File: src/rtl/pakout_arb.sv
// pakout_arb: round-robin arbiter of NCH debounced 4-phase message channels into
// a FIFO of whole messages, serialised as ceil(MSZ/PSZ) packets over a debounced
// 4-phase packet link.
// Optional feature: define NS_PAKOUT_HDR_EN to prefix every message with a header
// packet {zeros, src_idx, packet_count}.

// Debouncer: the filtered level follows raw only after CKS consecutive samples at
// the new level.
module pakout_arb_deb #(
  parameter int CKS = 2
) (
  input  logic i_clk,
  input  logic reset,
  input  logic raw,
  output logic filt
);
  localparam int CW = $clog2(CKS + 1);

  logic [CW-1:0] cnt;

  // Count consecutive samples that disagree with the filtered level.
  // NOTE: state registers use non-blocking assignments so every flop samples pre-edge values.
  always_ff @(posedge i_clk) begin
    if (reset) begin
      filt <= 1'b0;
      cnt  <= '0;
    end else if (raw == filt) begin
      cnt <= '0;
    end else if (cnt == CW'(CKS - 1)) begin
      filt <= raw;
      cnt  <= '0;
    end else begin
      cnt <= cnt + 1'b1;
    end
  end
endmodule

module pakout_arb #(
  parameter int NCH         = 2,
  parameter int MSZ         = 32,
  parameter int PSZ         = 8,
  parameter int FSZ         = 4,
  parameter int RCV_REQ_CKS = 2,
  parameter int SND_ACK_CKS = 2
) (
  input  logic               i_clk,
  input  logic               reset,
  output logic               ready,
  input  logic [NCH-1:0]     rcv_req,
  input  logic [NCH*MSZ-1:0] rcv_data,
  output logic [NCH-1:0]     rcv_ack,
  output logic               snd_req,
  input  logic               snd_ack,
  output logic [PSZ-1:0]     snd_pakio,
  output logic               snd_last,
  output logic               busy
);
  localparam int TOT_PKS = (MSZ + PSZ - 1) / PSZ;
  localparam int CIW     = (NCH > 1) ? $clog2(NCH) : 1;
  localparam int PCW     = $clog2(TOT_PKS + 1);
  localparam int AW      = $clog2(FSZ);
`ifdef NS_PAKOUT_HDR_EN
  localparam int HDR     = 1;
  localparam int EW      = CIW + MSZ;
`else
  localparam int HDR     = 0;
  localparam int EW      = MSZ;
`endif
  localparam int NPK     = TOT_PKS + HDR;
  localparam int PADW    = TOT_PKS * PSZ;
  localparam logic [PCW-1:0] LAST_W   = PCW'(NPK - 1);
  localparam logic [AW:0]    FULL_CNT = FSZ[AW:0];

`ifdef NS_PAKOUT_HDR_EN
  localparam logic [PCW-1:0] TOT_W = PCW'(TOT_PKS);
  if (CIW + PCW > PSZ) begin : g_hdr_too_wide
    $error("pakout_arb: header {src_idx, count} does not fit in one packet");
  end
`endif

  typedef enum logic [1:0] {IDLE, SEND, RELEASE} state_t;

  logic [NCH-1:0]     req_f;
  logic               ack_f;
  logic [EW-1:0]      mem [FSZ];
  logic [AW:0]        head, tail;
  logic               full, empty;
  logic [NCH-1:0]     elig;
  logic               push, pop;
  logic [CIW-1:0]     winner, cand, rr_ptr;
  logic [EW-1:0]      entry_in, entry_out;
  state_t             state_q, state_d;
  logic [PCW-1:0]     pk_idx;
  logic [NPK*PSZ-1:0] pk_reg;

  for (genvar i = 0; i < NCH; i++) begin : g_req_deb
    pakout_arb_deb #(.CKS(RCV_REQ_CKS)) u_deb (
      .i_clk(i_clk), .reset(reset), .raw(rcv_req[i]), .filt(req_f[i]));
  end

  pakout_arb_deb #(.CKS(SND_ACK_CKS)) u_ack_deb (
    .i_clk(i_clk), .reset(reset), .raw(snd_ack), .filt(ack_f));

  assign full  = (head - tail) == FULL_CNT;
  assign empty = (head == tail);
  assign elig  = req_f & ~rcv_ack & {NCH{!full}};

  // Pick the first eligible channel scanning upward from rr_ptr.
  // NOTE: every combinational output gets a default first so no latch is inferred.
  always_comb begin
    push   = 1'b0;
    winner = '0;
    cand   = '0;
    for (int k = 0; k < NCH; k++) begin
      cand = CIW'((int'(rr_ptr) + k) % NCH);
      if (!push && elig[cand]) begin
        push   = 1'b1;
        winner = cand;
      end
    end
  end

`ifdef NS_PAKOUT_HDR_EN
  assign entry_in = {winner, rcv_data[winner*MSZ +: MSZ]};
`else
  assign entry_in = rcv_data[winner*MSZ +: MSZ];
`endif
  assign entry_out = mem[tail[AW-1:0]];

  // Ready flag, acknowledges, round-robin pointer and FIFO pointers.
  always_ff @(posedge i_clk) begin
    if (reset) begin
      ready   <= 1'b0;
      rcv_ack <= '0;
      rr_ptr  <= '0;
      head    <= '0;
      tail    <= '0;
    end else begin
      ready <= 1'b1;
      for (int i = 0; i < NCH; i++) begin
        if (!req_f[i]) rcv_ack[i] <= 1'b0;
      end
      if (push) begin
        rcv_ack[winner] <= 1'b1;
        rr_ptr          <= CIW'((int'(winner) + 1) % NCH);
        head            <= head + 1'b1;
      end
      if (pop) tail <= tail + 1'b1;
    end
  end

  // FIFO storage write.
  // NOTE: storage arrays are not reset; the pointers alone define which entries are valid.
  always_ff @(posedge i_clk) begin
    if (push) mem[head[AW-1:0]] <= entry_in;
  end

  // Output FSM state register.
  always_ff @(posedge i_clk) begin
    if (reset) state_q <= IDLE;
    else       state_q <= state_d;
  end

  // Output FSM next state and FIFO pop.
  always_comb begin
    state_d = state_q;
    pop     = 1'b0;
    unique case (state_q)
      IDLE:    if (!empty) begin
                 pop     = 1'b1;
                 state_d = SEND;
               end
      SEND:    if (ack_f) state_d = RELEASE;
      RELEASE: if (!ack_f) state_d = (pk_idx == LAST_W) ? IDLE : SEND;
      default: state_d = IDLE;
    endcase
  end

  // Packet index: cleared on load, advanced after each completed non-final packet.
  always_ff @(posedge i_clk) begin
    if (reset) begin
      pk_idx <= '0;
    end else if (pop) begin
      pk_idx <= '0;
    end else if (state_q == RELEASE && !ack_f && pk_idx != LAST_W) begin
      pk_idx <= pk_idx + 1'b1;
    end
  end

  // Packet register: the whole message laid out packet by packet, header lowest.
  always_ff @(posedge i_clk) begin
    if (pop) begin
`ifdef NS_PAKOUT_HDR_EN
      pk_reg <= {PADW'(entry_out[MSZ-1:0]), PSZ'({entry_out[MSZ +: CIW], TOT_W})};
`else
      pk_reg <= PADW'(entry_out);
`endif
    end
  end

  assign snd_req   = (state_q == SEND);
  assign snd_last  = (state_q == SEND) && (pk_idx == LAST_W);
  assign snd_pakio = (state_q == SEND) ? pk_reg[pk_idx*PSZ +: PSZ] : '0;
  assign busy      = !empty || (state_q != IDLE);
endmodule

File: config.mk
export PLATFORM = sky130hd
export DESIGN_NAME = pakout_arb
export DESIGN_NICKNAME = d
export VERILOG_FILES = /design/src/rtl/pakout_arb.sv
export SDC_FILE = /design/constraint.sdc
export NUM_CORES = 1
export LEC_CHECK = 0
export ABC_AREA = 1
export CAP_MARGIN = 5
export CORE_UTILIZATION = 30
export CTS_CLUSTER_SIZE = 16
export DETAILED_ROUTE_END_ITERATION = 8
export PLACE_DENSITY = 0.44
export SYNTH_ARGS = -nofsm -noshare
export SYNTH_HDL_FRONTEND = slang
export SYNTH_SLANG_ARGS = --single-unit
File: constraint.sdc
create_clock -name i_clk -period 7.95 [get_ports i_clk]
set_input_delay 1.9875 -clock i_clk [delete_from_list [all_inputs] [get_ports i_clk]]
set_output_delay 1.9875 -clock i_clk [all_outputs]
set_load 0.05 [all_outputs]
==> results of run 1 <==
[worst max path at each step]
stage,start,end,cells after the start
2_1_floorplan,state_q[0],snd_pakio[0],4
5_1_grt,tail[1],busy,7
4_1_cts,tail[1],busy,6
6_report,tail[1],busy,7
3_5_place_dp,tail[1],busy,6
3_3_place_gp,tail[1],busy,6
[kinds of logic after synthesis]
kind of cell    after synthesis  synth area share [%]
flops                       184                  69.0
fa+ha+maj                    12                  1.96
compound gates              178                  13.4
simple gates                191                  9.97
buf+inv                      95                  5.42
xor+xnor                      2                 0.229
[through the flow]
stage / std cells / total power, mW / setup slack, ns / hold slack, ns / area (um2)
final: 1083 / 3.03 / 3.22 / 0.432 / 9400
after global routing: 1083 / 3.21 / 3.08 / 0.446 / 9400
after CTS: 1082 / 3.07 / 2.75 / 0.426 / 9380
after detailed placement: 1050 / 2.25 / 3.24 / 0.416 / 8790
after global placement: 1050 / 2.23 / 3.22 / 0.406 / 8790
after floorplan: 662 / 1.93 / 3.68 / 0.399 / 7660
[power groups by stage]
| stage | sequential (mW) | clock (mW) | combinational, mW |
|---|---|---|---|
| after global placement | 1.41 | 0 | 0.821 |
| after detailed placement | 1.41 | 0 | 0.842 |
| after floorplan | 1.38 | 0 | 0.547 |
| after global routing | 1.40 | 0.877 | 0.933 |
| after CTS | 1.39 | 0.838 | 0.847 |
| final | 1.38 | 0.819 | 0.832 |
[placed cells by master (no fill, tap or decap), types with 2 or more instances in the layout]
cell             synthesis  routed
buf_4                    0       8
nor3_1                   2       2
clkdlybuf4s50_1          0      82
o211ai_1                 3       3
inv_6                    0       2
o21ai_0                 85      85
ha_1                    12      12
o21ai_2                 23      23
clkinv_4                 0       3
edfxtp_1               160     160
clkinvlp_4               0       2
inv_2                    2       2
inv_1                   61      61
nand2_1                 59      59
nor2_2                   0       4
a21oi_1                 24      24
nand3_4                  1       2
o21ai_1                 10      10
clkinv_8                 0       2
o22ai_1                 32      32
clkbuf_16                0      17
nor2_1                 116     112
nand3_1                  6       6
inv_8                    0       6
dfxtp_1                 24      23
xor2_1                   2       2
nand2_2                  2       2
[per-layer routing]
| layer | share of wire [%] | vias up |
|---|---|---|
| li1 | - | 2469 |
| met1 | 46 | 2340 |
| met2 | 49 | 88 |
| met3 | 4.0 | 12 |
| met4 | 1.3 | 0 |
| met5 | 0 | - |
[worst max-delay path, stage by stage (launching register included)]
cell             delay, ns
dfxtp_1               0.31
inv_1                 0.45
buf_16                0.24
ha_1                  0.27
nand2_1               0.07
inv_1                 0.08
nand3_1               0.09
clkdlybuf4s50_1       0.81
[cell type report]
| class | count | area, um2 |
|---|---|---|
| flip-flops and latches | 184 | 5290 |
| fillers | 2476 | 15700 |
| clock buffers | 17 | 425 |
| clock inverters | 15 | 159 |
| inverters | 63 | 236 |
| well taps | 330 | 413 |
| repair buffers | 91 | 908 |
| multi-input cells | 383 | 1970 |
[Yosys cell counts]
library cell,number
xor2_1,2
clkbuf_2,1
nor3_1,2
nand2_2,2
edfxtp_1,160
or2_2,1
nand3b_1,1
buf_6,5
or2_1,1
clkbuf_1,18
o21ai_1,10
o21ai_2,23
buf_2,7
o211ai_1,3
ha_1,12
inv_2,2
o22ai_1,32
nand4_1,1
a31oi_1,1
nand2_1,59
a21oi_1,24
buf_8,1
inv_1,61
dfxtp_1,24
nand3_4,1
o21ai_0,85
nor2_1,116
nand3_1,6
nand3_2,1
==> results.yml, run 1 <==
status:
  status: "completed"
timing:
  max_freq_mhz: 211
  final_hold_viol_count: 0
  post-route-period-util_pct: 59.5
  maxSlewHeadroom_pct: 41.6
  finalSetupViolations: 0
  tns_ns: 0
  worst_clock_skew_ns: 0.00957
  rsz0062_at_grt: "false"
  slew_viol_final: 0
  worst_slew_pin_slew_ns: 0.876
  period_needed_ns: 4.73
worst_setup_path:
  worstSetupPathType: "reg2out"
  worst-r2r-cell-count: 8
  worstPathMaxFanout: 22
  r2r_end: "mem[1][13]"
  reg2reg_slack_ns: 4.74
  crit_required_ns: 5.96
  r2r_start: "tail[1]"
  cp.arrival_ns: 2.74
  critPathLaunchType: "register"
  end_kind: "output port"
floorplan:
  ios: 83
  rows: 58
  fp.dieW_um: 162
  fp.dieH_um: 162
  die_area_um2: 26200
  initial_utilization_pct: 30.5
  coreArea_um2: 25100
clocking:
  clock-root-buffer: "clkbuf_16"
  cts.clk_slew.worst_paths_ns: 0.07
  cts_tree: "done"
  clock_sinks: 184
  htree_levels: 4
  cts_made_buffers: 17
  cts_resized: 0
  insertion_delay_ns: 0.43
  post-cts-setup-buffer-count: 0
  holdBufCountCts: 0
  clockBufferDepth: 2
grt:
  met2_usage_pct: 23.5
  antenna_found_initial: 0
  grt_pass1_wl_mm: 26.6
  grt_max_degree: 67
  grt.busiest_layer: "met2"
  gr-usage-met1_pct: 17.2
  track_usage_pct: 13.6
  gr-total-overflow: 0
  grt_pass1_vias: 4902
  grtUsageMet3_pct: 2.53
synthesis:
  ys_types: 29
  postSynthCellCount: 662
  synth.avg_cell_area_um2: 11.6
  synth.yosys.seq_area_share_pct: 69.0
  synth_nets: 743
  synth_area_leaders: "edfxtp_1, dfxtp_1, nor2_1, o21ai_0, inv_1"
  ys_warn_count: 0
  synth_area_um2: 7660
  synth_top_area_cell: "edfxtp_1"
  netlist.area_leader.share_pct: 62.7
  synth_seq_cells: 184
finish:
  largest_reg_flops: 128
  diodes: 0
  area_growth_pct: 22.8
  drive_gt1_share_pct: 10.1
  fin_nets: 821
  final_core_util_pct: 37.4
pwr:
  seqPwrFrac_pct: 45.6
  pwr-share-clk_pct: 27.0
  p_comb_share_pct: 27.4
  sw_frac_of_total_pct: 34.6
  p_per_area_nw_per_um2: 323
  switchingPower_mw: 1.05
  ir_drop_uv: 159
  p_int_mw: 1.98
  cellLeakagePower_nw: 3.36
placement:
  place_hpwl_mm: 10.0
  gp_congestion: 0.725
  port_buffers: 82
min_path:
  hold_depth: 1
  min_to: "g_req_deb[0].u_deb.cnt[0]"
  hp-class: "reg2reg"
  hp-start: "g_req_deb[0].u_deb.cnt[0]"
drt:
  firstDrtPassIters: 6
  drt_wl_total_mm: 17.0
  via_count: 4909
  vias_per_cell: 4.53
  detail-route-antenna-nets: 0
  wl_per_cell_um: 15.7
  first_iter_violations: 248
  drc: 0
flow_run:
  maxCapViolCount: 0
Power figures use the tool's default switching activity.
==> inputs of run 2 (changes only) <==
clock period = 4.6 ns   (was 7.95 ns; I/O delays follow)
==> run 2 against run 1 <==
  * Via count increased by 0.43%
  * Sequential share of layout area up 0.097 points
  * Clock power rose by 68%
  * Routed wire length barely moved
  * Largest cell class unchanged
  * Largest power group unchanged
==> results.yml, run 2 (synthesis gave the netlist of run 1 again) <==
floorplan:
  coreArea_um2: 25100
  initial_utilization_pct: 30.5
  ios: 83
  die_area_um2: 26200
  rows: 58
  fp.dieH_um: 162
  fp.dieW_um: 162
drt:
  first_iter_violations: 275
  vias_per_cell: 4.55
  drc: 0
  drt_wl_total_mm: 17.0
  via_count: 4930
  detail-route-antenna-nets: 0
  firstDrtPassIters: 6
  wl_per_cell_um: 15.7
pwr:
  cellLeakagePower_nw: 3.35
  p_per_area_nw_per_um2: 554
  ir_drop_uv: 238
  power_mw: 5.20
clocking:
  cts.clk_slew.worst_paths_ns: 0.07
  post-cts-setup-buffer-count: 0
  cts_tree: "done"
  htree_levels: 4
  insertion_delay_ns: 0.42
  cts_made_buffers: 17
  clock-root-buffer: "clkbuf_16"
  cts_resized: 0
  clock_sinks: 184
  holdBufCountCts: 0
  clockBufferDepth: 2
worst_setup_path:
  r2r_start: "head[0]"
  critPathLaunchType: "register"
  crit_required_ns: 3.45
  worst-r2r-cell-count: 8
  r2r_end: "mem[3][21]"
  worstSetupPathType: "reg2out"
  end_kind: "output port"
  cp.arrival_ns: 2.64
  reg2reg_slack_ns: 1.89
  startpoint: "pk_idx[0]"
  worstPathMaxFanout: 19
placement:
  gp_congestion: 0.813
  place_hpwl_mm: 10.8
  port_buffers: 82
timing:
  tns_ns: 0
  rsz0062_at_grt: "false"
  max_freq_mhz: 264
  worst_clock_skew_ns: 0.00821
  finalSetupViolations: 0
  slew_viol_final: 0
  period_needed_ns: 3.79
  maxSlewHeadroom_pct: 40.1
  final_hold_viol_count: 0
  post-route-period-util_pct: 82.3
  worst_slew_pin_slew_ns: 0.897
min_path:
  min_to: "g_req_deb[1].u_deb.cnt[0]"
  hold_depth: 1
  hp-class: "reg2reg"
  hp-start: "g_req_deb[1].u_deb.cnt[0]"
grt:
  grt_pass1_vias: 4807
  gr-total-overflow: 0
  grt_max_degree: 67
  grt_pass1_wl_mm: 26.6
  track_usage_pct: 13.7
  antenna_found_initial: 0
finish:
  largest_reg_flops: 128
  area_growth_pct: 22.6
  diodes: 0
  mostFrequentLayoutCells: "edfxtp_1, nor2_1, o21ai_0"
  drive_gt1_share_pct: 9.81
  fin_nets: 824
  layout_commonest_cell: "edfxtp_1"
status:
  status: "completed"
flow_run:
  maxCapViolCount: 0
==> run 2: cell types whose count changed in the layout (fill, tap and decap cells not counted) <==
cell and change:
buf_4 +3, buf_16 -1, buf_12 +1, clkinv_8 -2, bufinv_16 +2, inv_8 -6
clkinv_2 +3, clkinv_4 -3, inv_6 +1, clkinv_1 +3
==> run 2: through the flow <==
| step | hold WS [ns] | cell area [um2] | utilization (%) | cells | worst slack [ns] |
|---|---|---|---|---|---|
| after floorplan | 0.399 | 7660 | - | 662 | 1.16 |
| final | 0.425 | 9390 | 37.4 | 1084 | 0.813 |
| after global routing | 0.435 | 9390 | 37.4 | 1084 | 0.668 |
| after detailed placement | 0.413 | 8830 | 35.2 | 1054 | 1.24 |
| after CTS | 0.425 | 9390 | 37.4 | 1084 | 0.789 |
| after global placement | 0.407 | 8830 | 35.2 | 1054 | 1.29 |
==> run 2: metal layers <==
metal	vias up	global-route usage (%)	share of wire [%]
met2	81	23.9	50
met1	2366	17.0	46
met5	-	0	0
li1	2471	-	-
met3	12	2.91	3.0
met4	0	4.03	1.1
==> run 2: area by class of cell <==
type / instances / area [um2]
fill: 2446 / 15700
sequential: 184 / 5290
multi-input combinational: 383 / 1970
timing repair buffer: 94 / 923
clock buffer: 17 / 425
tap: 330 / 413
inverter: 63 / 236
clock inverter: 13 / 128
==> run 2: report_power, final <==
group	switching, mW	leakage, nW	internal [mW]
registers	0.118	1.66	2.28
logic	1.01	1.42	0.416
clock network	0.588	0.268	0.789
total	1.71	3.35	3.49
==> run 2: worst max path at each step <==
stage	end	slack, ns	cells past startpoint
finish	snd_last	0.81	5
detailed placement	snd_last	1.24	5
global route	snd_last	0.67	5
floorplan	snd_pakio[0]	1.16	4
CTS	snd_last	0.79	5
global placement	snd_last	1.29	5
==> run 2: critical path: stages, from the launching register on <==
cell and delay [ns]:
dfxtp_1 0.71, ha_1 0.26, ha_1 0.13, inv_1 0.06
nor3_1 0.21, clkdlybuf4s50_1 0.85
